==> src/rtl/tick_meter_pkg.sv <==
// ============================================================================
//  Module  : tick_meter_pkg
//  Brief   : State type and encoding shared by the tick interval meter.
//  Rev     : 1.0  initial release
// ============================================================================
`default_nettype none

package tick_meter_pkg;

   localparam int c_STATE_W = 2;

   localparam logic [c_STATE_W-1:0] c_ST_IDLE       = 2'd0;
   localparam logic [c_STATE_W-1:0] c_ST_WAIT_FIRST = 2'd1;
   localparam logic [c_STATE_W-1:0] c_ST_MEASURE    = 2'd2;

   typedef enum logic [c_STATE_W-1:0] {
      IDLE       = c_ST_IDLE,
      WAIT_FIRST = c_ST_WAIT_FIRST,
      MEASURE    = c_ST_MEASURE
   } tick_meter_state_t;

   function automatic logic st_busy(input tick_meter_state_t s);
      return (s != IDLE);
   endfunction

endpackage

`default_nettype wire

==> src/rtl/tick_meter_outreg.sv <==
// ============================================================================
//  Module  : tick_meter_outreg
//  Brief   : Single-entry valid/ready result register. With
//            TICK_METER_OVERRUN_EN a result arriving on a held entry is
//            dropped and flagged; otherwise it overwrites the held entry.
//  Rev     : 1.0  initial release
// ============================================================================
`default_nettype none

module tick_meter_outreg #(
   parameter int W = 10
) (
   input  logic         clk,
   input  logic         reset,
   input  logic         load,
   input  logic [W-1:0] load_data,
   input  logic         ready,
   output logic [W-1:0] data,
   output logic         valid
`ifdef TICK_METER_OVERRUN_EN
   ,
   output logic         overrun
`endif
);

   logic [W-1:0] r_data;
   logic         r_valid;
   logic         w_held;

   // An entry is "held" when it is valid and not being consumed on this edge.
   assign w_held = r_valid && !ready;

`ifdef TICK_METER_OVERRUN_EN
   logic r_overrun;

   always_ff @(posedge clk) begin
      if (reset) begin
         r_overrun <= 1'b0;
      end else if (load && w_held) begin
         r_overrun <= 1'b1;
      end
   end

   assign overrun = r_overrun;
`endif

   always_ff @(posedge clk) begin
      if (reset) begin
         r_data  <= '0;
         r_valid <= 1'b0;
      end else if (load) begin
         if (w_held) begin
`ifndef TICK_METER_OVERRUN_EN
            r_data <= load_data;
`endif
         end else begin
            r_data  <= load_data;
            r_valid <= 1'b1;
         end
      end else if (r_valid && ready) begin
         r_valid <= 1'b0;
      end
   end

   assign data  = r_data;
   assign valid = r_valid;

endmodule

`default_nettype wire

==> src/rtl/tick_interval_meter.sv <==
// ============================================================================
//  Module  : tick_interval_meter
//  Brief   : Counts clk cycles between tick strobes, reports each interval
//            through a valid/ready register and pulses timeout after
//            MAX_COUNT idle cycles. Optional: TICK_METER_OVERRUN_EN.
//  Rev     : 1.0  initial release
// ============================================================================
`default_nettype none

module tick_interval_meter
   import tick_meter_pkg::*;
#(
   parameter  int MAX_COUNT = 1023,
   localparam int W         = $clog2(MAX_COUNT + 1)
) (
   input  logic         clk,
   input  logic         reset,
   input  logic         enable,
   input  logic         tick,
   output logic [W-1:0] period,
   output logic         period_valid,
   input  logic         period_ready,
   output logic         timeout,
   output logic         busy
`ifdef TICK_METER_OVERRUN_EN
   ,
   output logic         overrun
`endif
);

   localparam logic [W-1:0] c_MAX = W'(MAX_COUNT);
   localparam logic [W-1:0] c_ONE = W'(1);

   tick_meter_state_t r_state;
   tick_meter_state_t w_state_nxt;
   logic [W-1:0]      r_count;
   logic [W-1:0]      w_count_nxt;
   logic              w_load;
   logic              w_timeout_nxt;
   logic              r_timeout;
   logic              r_busy;

   always_ff @(posedge clk) begin
      if (reset) begin
         r_state   <= IDLE;
         r_count   <= '0;
         r_timeout <= 1'b0;
         r_busy    <= 1'b0;
      end else begin
         r_state   <= w_state_nxt;
         r_count   <= w_count_nxt;
         r_timeout <= w_timeout_nxt;
         r_busy    <= st_busy(w_state_nxt);
      end
   end

   always_comb begin
      w_state_nxt   = r_state;
      w_count_nxt   = r_count;
      w_load        = 1'b0;
      w_timeout_nxt = 1'b0;

      if (!enable) begin
         w_state_nxt = IDLE;
         w_count_nxt = '0;
      end else begin
         case (r_state)
            IDLE: begin
               w_state_nxt = WAIT_FIRST;
               w_count_nxt = '0;
            end
            WAIT_FIRST: begin
               if (tick) begin
                  w_state_nxt = MEASURE;
                  w_count_nxt = c_ONE;
               end
            end
            MEASURE: begin
               // A tick landing on count == MAX_COUNT still wins over timeout.
               if (tick) begin
                  w_load      = 1'b1;
                  w_count_nxt = c_ONE;
               end else if (r_count == c_MAX) begin
                  w_timeout_nxt = 1'b1;
                  w_count_nxt   = '0;
                  w_state_nxt   = WAIT_FIRST;
               end else begin
                  w_count_nxt = r_count + c_ONE;
               end
            end
            default: begin
               w_state_nxt = IDLE;
               w_count_nxt = '0;
            end
         endcase
      end
   end

   tick_meter_outreg #(
      .W (W)
   ) u_outreg (
      .clk       (clk),
      .reset     (reset),
      .load      (w_load),
      .load_data (r_count),
      .ready     (period_ready),
      .data      (period),
      .valid     (period_valid)
`ifdef TICK_METER_OVERRUN_EN
      ,
      .overrun   (overrun)
`endif
   );

   assign timeout = r_timeout;
   assign busy    = r_busy;

endmodule

`default_nettype wire

==> config.mk <==
export PLATFORM = sky130hd
export DESIGN_NAME = tick_interval_meter
export DESIGN_NICKNAME = d
export VERILOG_FILES = /design/src/rtl/tick_meter_pkg.sv /design/src/rtl/tick_meter_outreg.sv /design/src/rtl/tick_interval_meter.sv
export SDC_FILE = /design/constraint.sdc
export NUM_CORES = 1
export LEC_CHECK = 0
export BUFFER_PORTS_ARGS = -buffer_cell sky130_fd_sc_hd__buf_2
export CAP_MARGIN = 20
export CORE_MARGIN = 8
export CORE_UTILIZATION = 45
export DETAILED_ROUTE_END_ITERATION = 10
export GPL_ROUTABILITY_DRIVEN = 0
export MAX_ROUTING_LAYER = met4
export PLACE_DENSITY_LB_ADDON = 0.08
export SYNTH_ARGS = -nofsm -noshare
export SYNTH_HDL_FRONTEND = slang
export SYNTH_HIERARCHICAL = 1
export SYNTH_SLANG_ARGS = --single-unit
export TNS_END_PERCENT = 100
==> constraint.sdc <==
create_clock -name clk -period 4.5 [get_ports clk]
set_clock_uncertainty 0.1 [all_clocks]
set_input_delay 0.45 -clock clk [delete_from_list [all_inputs] [get_ports clk]]
set_output_delay 0.45 -clock clk [all_outputs]
set_load 0.05 [all_outputs]
Word-level counts from Yosys, hierarchy flattened
Cells that the tools add are included.

Output and inout bits: 13. Logic and storage cells: 39. Register bits after elaboration: 25.

Reduce and logical (&&, ||, !) cells: 9. $add $sub $neg: 1. Equal/unequal tests: 5. Bitwise logic cells: 2. Muxes and demuxes: 16.

Operators by type and width (count): $mux 10 (3); $pmux 10 s2 (1); $add 10x1->10 const B (1); $eq 10x10->1 const B (1); $mux 2 (4); $mux 1 (7); $pmux 2 s3 (1); $ne 2x2->1 const B (2); $reduce_bool 2->1 (2); $reduce_or 4->1 (1); $eq 2x1->1 const B (1); $eq 2x2->1 const B (1); $logic_and 1x1->1 (2); $logic_not 2->1 (1); $not 1->1 (2); $reduce_and 2->1 (1); $reduce_or 2->1 (1); $logic_not 1->1 (1).

Longest topological paths before layout
Depth after elaboration: 6. Depth in mapped cells: 7.

Cells and area by module
The synthesis kept the hierarchy.

Modules (own cells, without submodules): tick_interval_meter (times used 1, area each 788.3 um^2, sequential area each 280.3 um^2, cells each 92); tick_meter_outreg (times used 1, area each 389.1 um^2, sequential area each 220.2 um^2, cells each 36).

Worst setup path before layout
Ideal clock, no wire load.

Path kind: register -> register. Start: reg r_state[0]. End: reg r_count[9]. Buffers on the path: 0. Period minus slack after synthesis: 1.627 ns. Setup slack: 2.873 ns. Setup time: 0.062 ns. Stages on the path, launching flop included: 7. Data arrival time: 1.465 ns. Cells stage by stage: dfxtp_1 > inv_1 > ha_1 > nand3b_4 > nor3_1 > or3b_1 > nand3_1.

Cells in the longest elaborated chain, start to end: 2.

RTL lines: from (decl) (RTL line tick_interval_meter.sv:34) `tick_meter_state_t r_state;`; from (signal assigned) (RTL line tick_interval_meter.sv:50) `r_state <= w_state_nxt;`; $eq 2x2->1 / $eq 2x1->1 (equally long branches) (RTL line tick_interval_meter.sv:67) `case (r_state)`; $pmux 10 s2 / $ne 2x2->1 (equally long branches); to (signal assigned) (RTL line tick_interval_meter.sv:51) `r_count <= w_count_nxt;`; to (decl) (RTL line tick_interval_meter.sv:36) `logic [W-1:0] r_count;`.

Parallel ways exist; a longest one is shown, timed or not. A chain may end at the register's enable or synchronous reset.

Worst setup path after layout
Start: reg r_count[0]. End: reg r_count[4].

Cells in the longest elaborated chain, start to end: 4.

RTL lines: $add 10x1->10 / $eq 10x10->1 (equally long branches) (RTL line tick_interval_meter.sv:88, tick_interval_meter.sv:83); $mux 10 (*) (RTL line tick_interval_meter.sv:83) `end else if (r_count == c_MAX) begin`; $mux 10 (*) (RTL line tick_interval_meter.sv:80) `if (tick) begin`; $pmux 10 s2 (*) (RTL line tick_interval_meter.sv:67).

Mark *: on every way between the ends. The rest lies on a longest branch, timed or not.

==> metrics.txt <==
kind of end point of the critical path=flop; Die W=67.15 um; port bufs=17; Residual DRC=0; Routed WL=2.155 mm; maximum VDD drop=0.0001953 V; number of setup buffers added after CTS=0; cts bufs inserted=3; clk_lat worst skew=0.31 ns; initial antenna violation count=0; flops & latches, synth=25; fin cells=173; syn_area_per_cell=9.198 um2; Post-Syn Area=1177 um2; number of max-cap violations=0; Worst-Margin Slew=0.6089 ns; post-synthesis sequential area ratio=42.51%; final net count=154; DIE HEIGHT=67.15 um; Vias/cell=5.353; RSZ-0062 raised after global routing=no; antenna diode count=0; clock slew at reported path FFs=0.13 ns; crit path time final=1.937 ns; vias=926; cts hold-fix bufs=0; slowest stage cell on the critical path=dfxtp_1; die area=4509 um2; Max Root-Sink Buffers=2; type of origin of the critical path=flop; Setup CP Type=reg2reg; most common cell after layout, fill and taps aside=dfxtp_1; fraction of layout cells with a size suffix above 1=18.18%; WP data arrival=2.05 ns; FP Rows=18; final count of negative-setup-slack endpoints=0; Filler cells=247; post-CTS sizing=0; Congestion Overflow GR=0; DRT Pass-1 Iters=4; Total Routing Usage GR=10.96%; worst hold path class=in2reg; fmax=516.1 MHz; Fin Setup TNS=0 ns; largest stage delay on the critical path=0.48 ns; vias in the first global route=856; I/O pin count=18; detailed placement HPWL=1.620 mm; Synth Instances=128; H-Tree Depth=1; Starting Density=47.53%; worst-path fanout max=7; Static Leak=0.5260 nW; Synth cell types=37; CTS Root Cell=clkbuf_4; largest net degree at the start of global routing=15; Final Cycle Share=43.05%; status=complete, no violations; Cell Pwr Density=264.7 nW/um2; Power, Total=0.3414 mW; wire per inst=12.46 um; Hold Vio Cnt, Final=0; CP Cell Sequence=ha_1 > and3_2 > nand4_1 > a21oi_1 > nor2_1; TritonCTS clock tree=done; Worst slew margin=59.41%; P&R area growth vs syn=9.565%; first-pass GRT wire length=3.795 mm; Synth Warn #=6; Worst EP required=4.61 ns; clk sinks=25; # placed instances=169; Max Slew Vio Count=0; Syn Nets=138; Routed Antenna Nets=0; core area=2477 um2; DR iter-0 viols=50; most frequent cells in the layout=25 x dfxtp_1, 20 x nor2_1, 17 x buf_2
-- stage by stage --
step	util, %	area [um2]	setup WS [ns]	hold WS [ns]
finish	52.07	1290	2.563	0.2808
global route	52.07	1290	2.327	0.2764
CTS	52.07	1290	2.555	0.2679
detailed placement	50.96	1262	2.529	0.3620
global placement	50.96	1262	2.515	0.3540
floorplan	-	1177	2.873	0.3851
-- cell families (layout without fill, tap and decap cells) --
group	Yosys count	after routing	synth area share (%)
AND/OR/NAND/NOR	55	55	24.76
adder cells (fa/ha/maj)	5	5	5.313
XOR/XNOR	4	4	2.976
buffers and inverters	10	25	4.462
flip-flops	25	25	42.51
AO/OA/AOI/OAI	19	19	11.48
multiplexers	10	10	8.502
-- final cells by class --
type,instances,area (um2),share of cell area (%)
inverters,4,15.01,1.164
multi-input cells,93,624.3,48.40
flip-flops and latches,25,500.5,38.80
clock buffers,3,22.52,1.746
repair buffers,17,85.08,6.596
clock inverters,1,5.005,0.3880
well taps,30,37.54,2.910
-- critical path, delay by kind of cell (launching register included) --
family | cells | cell delay (ns)
AND/OR/NAND/NOR | 3 | 0.60
AO/OA/AOI/OAI | 1 | 0.38
flip-flops | 1 | 0.48
adder cells (fa/ha/maj) | 1 | 0.27
-- state kept, by name (all words and copies together) (netlist names) --
| register | flops |
|---|---|
| busy | 1 |
| r_count | 10 |
| r_state | 2 |
| timeout | 1 |
| u_outreg/data | 10 |
| u_outreg/valid | 1 |
-- per-layer routing --
metal / wire (um) / global-route usage [%]
met5: 0 / -
met4: 45 / 7.050
met3: 130 / 2.318
met2: 919 / 15.41
met1: 1059 / 13.86
-- Yosys cell counts, drive strengths merged --
| library cell | n | area [um2] |
|---|---|---|
| or4b | 1 | 10.01 |
| mux2i | 10 | 100.1 |
| nand3 | 2 | 10.01 |
| or3b | 1 | 8.760 |
| nand3b | 1 | 20.02 |
| or4 | 1 | 7.510 |
| o21ai | 5 | 25.02 |
| nand2b | 4 | 25.02 |
| o31ai | 1 | 12.51 |
| o311a | 1 | 10.01 |
| a211oi | 2 | 20.02 |
| clkbuf | 1 | 3.750 |
| nor2b | 1 | 6.260 |
| nor2 | 20 | 75.07 |
| ha | 5 | 62.56 |
| and3 | 4 | 26.28 |
| o22a | 1 | 8.760 |
| a21oi | 5 | 25.02 |
| a32o | 1 | 10.01 |
| inv | 4 | 15.01 |
| dfxtp | 25 | 500.5 |
| and4 | 1 | 8.760 |
| nand2 | 8 | 32.54 |
| a31oi | 1 | 6.260 |
| buf | 5 | 33.78 |
| o2bb2ai | 1 | 8.760 |
| xor2 | 2 | 17.52 |
| nand4 | 4 | 25.02 |
| xnor2 | 2 | 17.52 |
| or3 | 1 | 6.260 |
| nor3 | 6 | 30.03 |
| a221oi | 1 | 8.760 |
-- report_power, final --
part | switching [mW] | total [mW] | internal (mW)
clock | 0.0648 | 0.0980 | 0.0332
combinational | 0.0129 | 0.0198 | 0.00682
sequential | 0.000963 | 0.224 | 0.223
total | 0.0787 | 0.341 | 0.263
-- path summary, 6_finish.rpt --
kind / startpoint / to / slack (ns) / cells after the start
worst max-delay path: r_count[0] / r_count[4] / 2.56 / 5
worst min-delay path: period_ready / u_outreg/valid / 0.28 / 3
worst max register to register: r_count[0] / r_count[4] / 2.56 / 5
worst min register to register: u_outreg/valid / u_outreg/valid / 0.38 / 2
(Power assumes the default switching activity.)
